## src/rtl/hiscore_xfer_pkg.sv

```systemverilog
// rtl/hiscore_xfer_pkg.sv - state encoding and default window/settle constants for the hiscore controller
package hiscore_pkg;

  typedef enum logic [2:0] {
    ST_IDLE,
    ST_ACQ,
    ST_RD_ADDR,
    ST_RD_CAP,
    ST_TX,
    ST_WR_RECV,
    ST_WR_STB,
    ST_REL
  } state_t;

  localparam logic [15:0] DEF_BASE   = 16'h0000;
  localparam logic [15:0] DEF_LEN    = 16'd64;
  localparam int          DEF_SETTLE = 4;

  // settle counter width; SETTLE must fit in it and be at least 1
  localparam int          CNT_W      = 8;

endpackage

```

## src/rtl/hiscore_xfer_if.sv

```systemverilog
// rtl/hiscore_xfer_if.sv - RAM hiscore port plus save/load byte links
interface hiscore_xfer_if;

  logic        hs_access;
  logic [15:0] hs_address;
  logic [7:0]  hs_data_in;
  logic        hs_write;
  logic [7:0]  hs_data_out;

  logic [7:0]  TX_DATA;
  logic        TX_VALID;
  logic        TX_READY;

  logic [7:0]  RX_DATA;
  logic        RX_VALID;
  logic        RX_READY;

  modport master (
    output hs_access, hs_address, hs_data_in, hs_write,
    input  hs_data_out,
    output TX_DATA, TX_VALID,
    input  TX_READY,
    input  RX_DATA, RX_VALID,
    output RX_READY
  );

  modport slave (
    input  hs_access, hs_address, hs_data_in, hs_write,
    output hs_data_out,
    input  TX_DATA, TX_VALID,
    output TX_READY,
    output RX_DATA, RX_VALID,
    input  RX_READY
  );

endinterface

```

## src/rtl/hiscore_xfer_settle_cnt.sv

```systemverilog
// rtl/hiscore_xfer_settle_cnt.sv - loadable down-counter timing the RAM clock-mux settle gaps
module hs_settle_cnt
  import hiscore_pkg::*;
(
  input  logic             i_clk,
  input  logic             i_rst_n,
  input  logic             i_load,
  input  logic [CNT_W-1:0] i_load_val,
  input  logic             i_dec,
  output logic             o_zero
);

  logic [CNT_W-1:0] r_cnt;

  // load wins over decrement; decrement parks at zero
  always_ff @(posedge i_clk or negedge i_rst_n) begin
    if (!i_rst_n) begin
      r_cnt <= '0;
    end else if (i_load) begin
      r_cnt <= i_load_val;
    end else if (i_dec && (r_cnt != '0)) begin
      r_cnt <= r_cnt - CNT_W'(1);
    end
  end

  assign o_zero = (r_cnt == '0);

endmodule

```

## src/rtl/hiscore_xfer.sv

```systemverilog
// rtl/hiscore_xfer.sv - hiscore save/load controller owning the video RAM hiscore port
module hiscore_xfer
  import hiscore_pkg::*;
#(
  parameter logic [15:0] BASE   = DEF_BASE,
  parameter logic [15:0] LEN    = DEF_LEN,
  parameter int          SETTLE = DEF_SETTLE
) (
  input  logic           DLCL,
  input  logic           RSTn,
  input  logic           SAVE_REQ,
  input  logic           LOAD_REQ,
  hiscore_xfer_if.master bus,
  output logic           BUSY,
  output logic           DONE
);

  // counter counts SETTLE-1 down to zero, giving SETTLE cycles in ACQ and in REL
  localparam logic [CNT_W-1:0] SETTLE_LD = CNT_W'(SETTLE - 1);

  state_t      r_state;
  logic        r_mode_save;
  logic        r_access;
  logic        r_write;
  logic        r_tx_valid;
  logic        r_busy;
  logic        r_done;
  logic [15:0] r_idx;
  logic [15:0] r_address;
  logic [7:0]  r_data_in;
  logic [7:0]  r_tx_data;

  logic [15:0] w_idx_nxt;
  logic        w_settle;
  logic        w_cnt_load;
  logic        w_cnt_dec;
  logic        w_cnt_zero;

  assign w_idx_nxt = r_idx + 16'd1;
  assign w_settle  = (r_state == ST_ACQ) || (r_state == ST_REL);
  // reload whenever not settling, and again as ACQ ends so an empty window enters REL with a full count
  assign w_cnt_load = !w_settle || ((r_state == ST_ACQ) && w_cnt_zero);
  assign w_cnt_dec  = w_settle;

  hs_settle_cnt u_settle (
    .i_clk      (DLCL),
    .i_rst_n    (RSTn),
    .i_load     (w_cnt_load),
    .i_load_val (SETTLE_LD),
    .i_dec      (w_cnt_dec),
    .o_zero     (w_cnt_zero)
  );

  // transfer sequencer; every RAM-side and link output is registered here
  always_ff @(posedge DLCL or negedge RSTn) begin
    if (!RSTn) begin
      r_state     <= ST_IDLE;
      r_mode_save <= 1'b0;
      r_access    <= 1'b0;
      r_write     <= 1'b0;
      r_tx_valid  <= 1'b0;
      r_busy      <= 1'b0;
      r_done      <= 1'b0;
      r_idx       <= '0;
      r_address   <= '0;
      r_data_in   <= '0;
      r_tx_data   <= '0;
    end else begin
      r_done <= 1'b0;
      case (r_state)
        ST_IDLE: begin
          if (SAVE_REQ || LOAD_REQ) begin
            r_mode_save <= SAVE_REQ;
            r_idx       <= '0;
            r_access    <= 1'b1;
            r_busy      <= 1'b1;
            r_state     <= ST_ACQ;
          end
        end
        ST_ACQ: begin
          if (w_cnt_zero) begin
            if (r_idx == LEN) begin
              r_state <= ST_REL;
            end else if (r_mode_save) begin
              r_address <= BASE + r_idx;
              r_state   <= ST_RD_ADDR;
            end else begin
              r_state <= ST_WR_RECV;
            end
          end
        end
        ST_RD_ADDR: begin
          r_state <= ST_RD_CAP;
        end
        ST_RD_CAP: begin
          r_tx_data  <= bus.hs_data_out;
          r_tx_valid <= 1'b1;
          r_state    <= ST_TX;
        end
        ST_TX: begin
          if (bus.TX_READY) begin
            r_tx_valid <= 1'b0;
            r_idx      <= w_idx_nxt;
            if (w_idx_nxt == LEN) begin
              r_state <= ST_REL;
            end else begin
              r_address <= BASE + w_idx_nxt;
              r_state   <= ST_RD_ADDR;
            end
          end
        end
        ST_WR_RECV: begin
          if (bus.RX_VALID) begin
            r_data_in <= bus.RX_DATA;
            r_address <= BASE + r_idx;
            r_write   <= 1'b1;
            r_state   <= ST_WR_STB;
          end
        end
        ST_WR_STB: begin
          r_write <= 1'b0;
          r_idx   <= w_idx_nxt;
          r_state <= (w_idx_nxt == LEN) ? ST_REL : ST_WR_RECV;
        end
        ST_REL: begin
          if (w_cnt_zero) begin
            r_access <= 1'b0;
            r_busy   <= 1'b0;
            r_done   <= 1'b1;
            r_state  <= ST_IDLE;
          end
        end
        default: begin
          r_state <= ST_IDLE;
        end
      endcase
    end
  end

  assign bus.hs_access  = r_access;
  assign bus.hs_address = r_address;
  assign bus.hs_data_in = r_data_in;
  assign bus.hs_write   = r_write;
  assign bus.TX_DATA    = r_tx_data;
  assign bus.TX_VALID   = r_tx_valid;
  assign bus.RX_READY   = (r_state == ST_WR_RECV);
  assign BUSY           = r_busy;
  assign DONE           = r_done;

endmodule

```

## src/flat_wrapper.sv

```systemverilog
// flat-port wrapper written by rule: the top's interface ports become plain ports
module hiscore_xfer_flat import hiscore_pkg::*;
#(
  parameter logic [15:0] BASE   = DEF_BASE,
  parameter logic [15:0] LEN    = DEF_LEN,
  parameter int          SETTLE = DEF_SETTLE
)
  (DLCL, RSTn, SAVE_REQ, LOAD_REQ, BUSY, DONE, bus_hs_access, bus_hs_address, bus_hs_data_in, bus_hs_write, bus_hs_data_out, bus_TX_DATA, bus_TX_VALID, bus_TX_READY, bus_RX_DATA, bus_RX_VALID, bus_RX_READY);
  hiscore_xfer_if bus_i ();
  input  logic DLCL;
  input  logic RSTn;
  input  logic SAVE_REQ;
  input  logic LOAD_REQ;
  output logic BUSY;
  output logic DONE;
  output wire logic [$bits(bus_i.hs_access)-1:0] bus_hs_access;
  output wire logic [$bits(bus_i.hs_address)-1:0] bus_hs_address;
  output wire logic [$bits(bus_i.hs_data_in)-1:0] bus_hs_data_in;
  output wire logic [$bits(bus_i.hs_write)-1:0] bus_hs_write;
  input wire logic [$bits(bus_i.hs_data_out)-1:0] bus_hs_data_out;
  output wire logic [$bits(bus_i.TX_DATA)-1:0] bus_TX_DATA;
  output wire logic [$bits(bus_i.TX_VALID)-1:0] bus_TX_VALID;
  input wire logic [$bits(bus_i.TX_READY)-1:0] bus_TX_READY;
  input wire logic [$bits(bus_i.RX_DATA)-1:0] bus_RX_DATA;
  input wire logic [$bits(bus_i.RX_VALID)-1:0] bus_RX_VALID;
  output wire logic [$bits(bus_i.RX_READY)-1:0] bus_RX_READY;
  assign bus_hs_access = bus_i.hs_access;
  assign bus_hs_address = bus_i.hs_address;
  assign bus_hs_data_in = bus_i.hs_data_in;
  assign bus_hs_write = bus_i.hs_write;
  assign bus_i.hs_data_out = bus_hs_data_out;
  assign bus_TX_DATA = bus_i.TX_DATA;
  assign bus_TX_VALID = bus_i.TX_VALID;
  assign bus_i.TX_READY = bus_TX_READY;
  assign bus_i.RX_DATA = bus_RX_DATA;
  assign bus_i.RX_VALID = bus_RX_VALID;
  assign bus_RX_READY = bus_i.RX_READY;
  hiscore_xfer #(.BASE(BASE), .LEN(LEN), .SETTLE(SETTLE)) u_core (.DLCL(DLCL), .RSTn(RSTn), .SAVE_REQ(SAVE_REQ), .LOAD_REQ(LOAD_REQ), .bus(bus_i), .BUSY(BUSY), .DONE(DONE));
endmodule
```

## config.mk

```make
export PLATFORM = sky130hd
export DESIGN_NAME = hiscore_xfer_flat
export DESIGN_NICKNAME = d
export VERILOG_FILES = /design/src/rtl/hiscore_xfer_pkg.sv /design/src/rtl/hiscore_xfer_if.sv /design/src/rtl/hiscore_xfer_settle_cnt.sv /design/src/rtl/hiscore_xfer.sv /design/src/flat_wrapper.sv
export SDC_FILE = /design/constraint.sdc
export NUM_CORES = 1
export LEC_CHECK = 0
export ABC_AREA = 1
export CAP_MARGIN = 20
export CORE_UTILIZATION = 45
export CTS_BUF_LIST = sky130_fd_sc_hd__clkbuf_4 sky130_fd_sc_hd__clkbuf_8 sky130_fd_sc_hd__clkbuf_16
export CTS_CLUSTER_DIAMETER = 30
export DETAILED_ROUTE_END_ITERATION = 7
export PLACE_DENSITY = 0.66
export SETUP_SLACK_MARGIN = 0.1
export SYNTH_ARGS = -nofsm -noshare
export SYNTH_HDL_FRONTEND = slang
export SYNTH_SLANG_ARGS = --single-unit
```

## constraint.sdc

```tcl
create_clock -name DLCL -period 2.34 [get_ports DLCL]
set_input_delay 0.468 -clock DLCL [delete_from_list [all_inputs] [get_ports DLCL]]
set_output_delay 0.468 -clock DLCL [all_outputs]
set_load 0.02 [all_outputs]
```

==> impl_metrics.ini, run 1 <==
[grt]
grt_usage = 0.219
globalRouteOverflowTotal = 0
grt_max_degree = 43
grt_pass1_wl_um = 13200
grt_antenna_before_repair = 0
grt_pass1_vias = 2856

[floorplan]
rows = 31
initial_core_util = 0.469
dieArea_um2 = 8000
die_h_um = 89.4
ios = 60
core_um2 = 7330
die_x_um = 89.4

[critical_path]
path_max_fanout = 5
endpoint_kind = flop
reg2reg_depth = 12
r2r_end = u_core.bus.hs_address[13]
crit_path_end = u_core.bus.hs_address[13]
worst-setup-path-type = flop to flop
rrSetupSlack_ns = 0.24
crit_path_start = u_core.r_idx[1]
critPathLaunchType = flop
arrival_ns = 2.32
r2r_start = u_core.r_idx[1]
crit_required_ns = 2.56

[routing]
routed_wl_um = 8180
drt_pass1_iterations = 4
vias_per_cell = 5.13
drc = 0
drtIter0Drc = 259
ant_nets = 0
routedWlPerCell_um = 13.5
vias = 3097

[yosys]
synth_nets = 457
synth_edf_count = 0
synth_top_area_cell = dfrtp_1
synth_most_common_cell = nand2_1
synthFlopType = dfrtp_1
yosys_warnings = 0
yosysSeqAreaShare = 0.465
synthTopCellsByCount = 126 x nand2_1, 64 x dfrtp_1, 48 x inv_1
synth.avg_cell_area_um2 = 7.98
synth_top_area_share = 0.465
netlist_area_um2 = 3440
yosysUniqueCellTypes = 31
ys_ff_latch = 64
syn_inst = 431
synthTopCellsByArea = dfrtp_1 47%, nand2_1 14%, inv_1 5.2%, mux2_2 5.2%, nand3_1 5.1%
async_flop_share = 1.00

[power]
swShare = 0.448
p_leak_nw = 2.04
seqPwrFrac = 0.327
p_comb_frac = 0.538
p_sw_w = 0.00258
power.internal_w = 0.00318
peakVddDrop_v = 0.000803
power_density_nw_per_um2 = 1300
clkPwrFrac = 0.135
finalPower_w = 0.00576

[final_layout]
fin_util = 0.602
antenna_cells = 0
drive_above_1_share = 0.145
postLayoutCellArea_um2 = 4420
nets = 529
area_delta_synth_final_pct = 28.4
fin_cells = 604

[cts]
cts_tree = done
numClockSinks = 64
cts_root_buf = clkbuf_8
path_clk_slew_ns = 0.07
cts_made_buffers = 9
hold_buffers = 0
clk_path_buf_depth = 2
clk_latency_ns = 0.34
h-tree-depth = 3

[sta]
tns_ns = 0
rsz0062_at_grt = false
setup_viol = 0
slew_headroom = 0.471
slew_violations = 0
hold_violations = 0
timing.final.crit_period_ns = 2.10
fin_crit_sh = 0.898
timing.fmax_mhz = 476
worstMarginPinSlew_ns = 0.790
fin_skew_ns = 0.0123

[placed_design]
dp_hpwl_um = 5900
place_congestion = 0.938
postPlaceCellArea_um2 = 4140
dp.cells = 585
port-buffer-count = 59

[status]
outcome = finished clean

[worst_hold_path]
hp-class = input port to async pin

[run]
maxCapViolCount = 0
## repair_timing
action,CTS,global route
setup endpoints to repair,17,19
cloned,1,2
resized for setup,3,12
pin swaps,1,10
setup buffers,0,3
## how the worst min path moves through the flow
stage	startpoint	endpoint	slack, ns	cells past startpoint
final	RSTn	u_core.bus.TX_DATA[2]	0.11	1
after global routing	RSTn	u_core.bus.TX_DATA[2]	0.15	1
after CTS	RSTn	u_core.bus.TX_DATA[2]	0.12	1
after detailed placement	u_core.bus.hs_address[2]	u_core.bus.hs_address[2]	0.46	2
after global placement	u_core.bus.hs_address[5]	u_core.bus.hs_address[5]	0.45	2
after floorplan	RSTn	u_core.DONE	0.17	0
## cells in the final DEF, fill, tap and decap left out, types with 2 or more instances in the layout
cell type,n
nor3_1,8
o22ai_1,6
inv_1,48
nor2_1,34
ha_1,3
clkbuf_4,2
dfrtp_1,62
nand2_1,123
clkinv_2,2
dfrtp_2,2
xor2_1,2
nand2_2,15
nand2_8,2
nand3_1,34
nor2_4,6
o21ai_0,35
nand3_4,4
nor2_2,2
mux2_2,16
nand4_1,6
clkdlybuf4s50_1,57
clkbuf_8,9
a21oi_1,6
buf_4,9
## critical path, stage by stage (launching register included)
cell and delay, ns:
dfrtp_2 0.42, ha_4 0.18, nand3_4 0.08, nor2_4 0.19
nand2_2 0.08, nor2_1 0.10, nand2_1 0.07, nand2_2 0.09
nand2_1 0.09, nor2_4 0.28, nand3_4 0.19, nand3_1 0.14
nand2_1 0.06
## layout make-up
cell class,instances,area (um^2)
repair buffers,69,672
clock buffers,11,139
clock inverters,2,10.0
inverters,48,180
well taps,99,124
multi-input cells,311,1690
flip-flops and latches,64,1600
fillers,658,2910
## metrics by stage
step                      hold WS (ns)  setup WS (ns)
after global placement           0.453          0.106
after detailed placement         0.459         0.0370
after CTS                        0.120          0.124
final                            0.110          0.239
after floorplan                  0.172          0.462
after global routing             0.145         0.0926
## logic make-up (layout without fill, tap and decap cells)
group,Yosys count,after routing,share of synthesized area
buf+inv,59,130,0.0735
fa+ha+maj,4,4,0.0145
flops,64,64,0.465
simple gates,233,236,0.305
xor+xnor,3,3,0.00764
mux,16,16,0.0524
compound gates,52,52,0.0815
## power by group through the flow
| stage | sequential, W | clock [W] | combinational [W] |
|---|---|---|---|
| 6_report | 0.00189 | 0.000779 | 0.00310 |
| 5_1_grt | 0.00194 | 0.000852 | 0.00340 |
| 4_1_cts | 0.00187 | 0.000804 | 0.00294 |
| 3_5_place_dp | 0.00189 | 0 | 0.00288 |
| 3_3_place_gp | 0.00186 | 0 | 0.00285 |
| 2_1_floorplan | 0.00213 | 0 | 0.00162 |
## registers in the layout (all words and copies together) (netlist names)
name                   cells
u_core.DONE                1
u_core.bus.TX_DATA         8
u_core.bus.hs_access       1
u_core.bus.hs_address     16
u_core.bus.hs_data_in      8
u_core.r_state             3
u_core.r_mode_save         1
u_core.bus.TX_VALID        1
u_core.r_idx              16
u_core.bus.hs_write        1
u_core.u_settle.r_cnt      8
## routing by layer
layer / vias up / share of wire / global-route usage
met4: 0 / 0.014 / 0.0866
li1: 1537 / - / -
met1: 1432 / 0.45 / 0.282
met3: 12 / 0.087 / 0.0646
met2: 116 / 0.45 / 0.348
met5: - / 0 / 0
Power figures use the tool's default switching activity.
==> inputs of run 2 (changes only) <==
GPL_ROUTABILITY_DRIVEN = 1   (was default)
==> results of run 2 <==
The final DEF is identical to that of run 1; final timing and power are the same.
==> inputs of run 3 (changes only) <==
SLEW_MARGIN = 40   (was default)
==> results of run 3 <==
The final DEF is identical to that of run 1; final timing and power are the same.
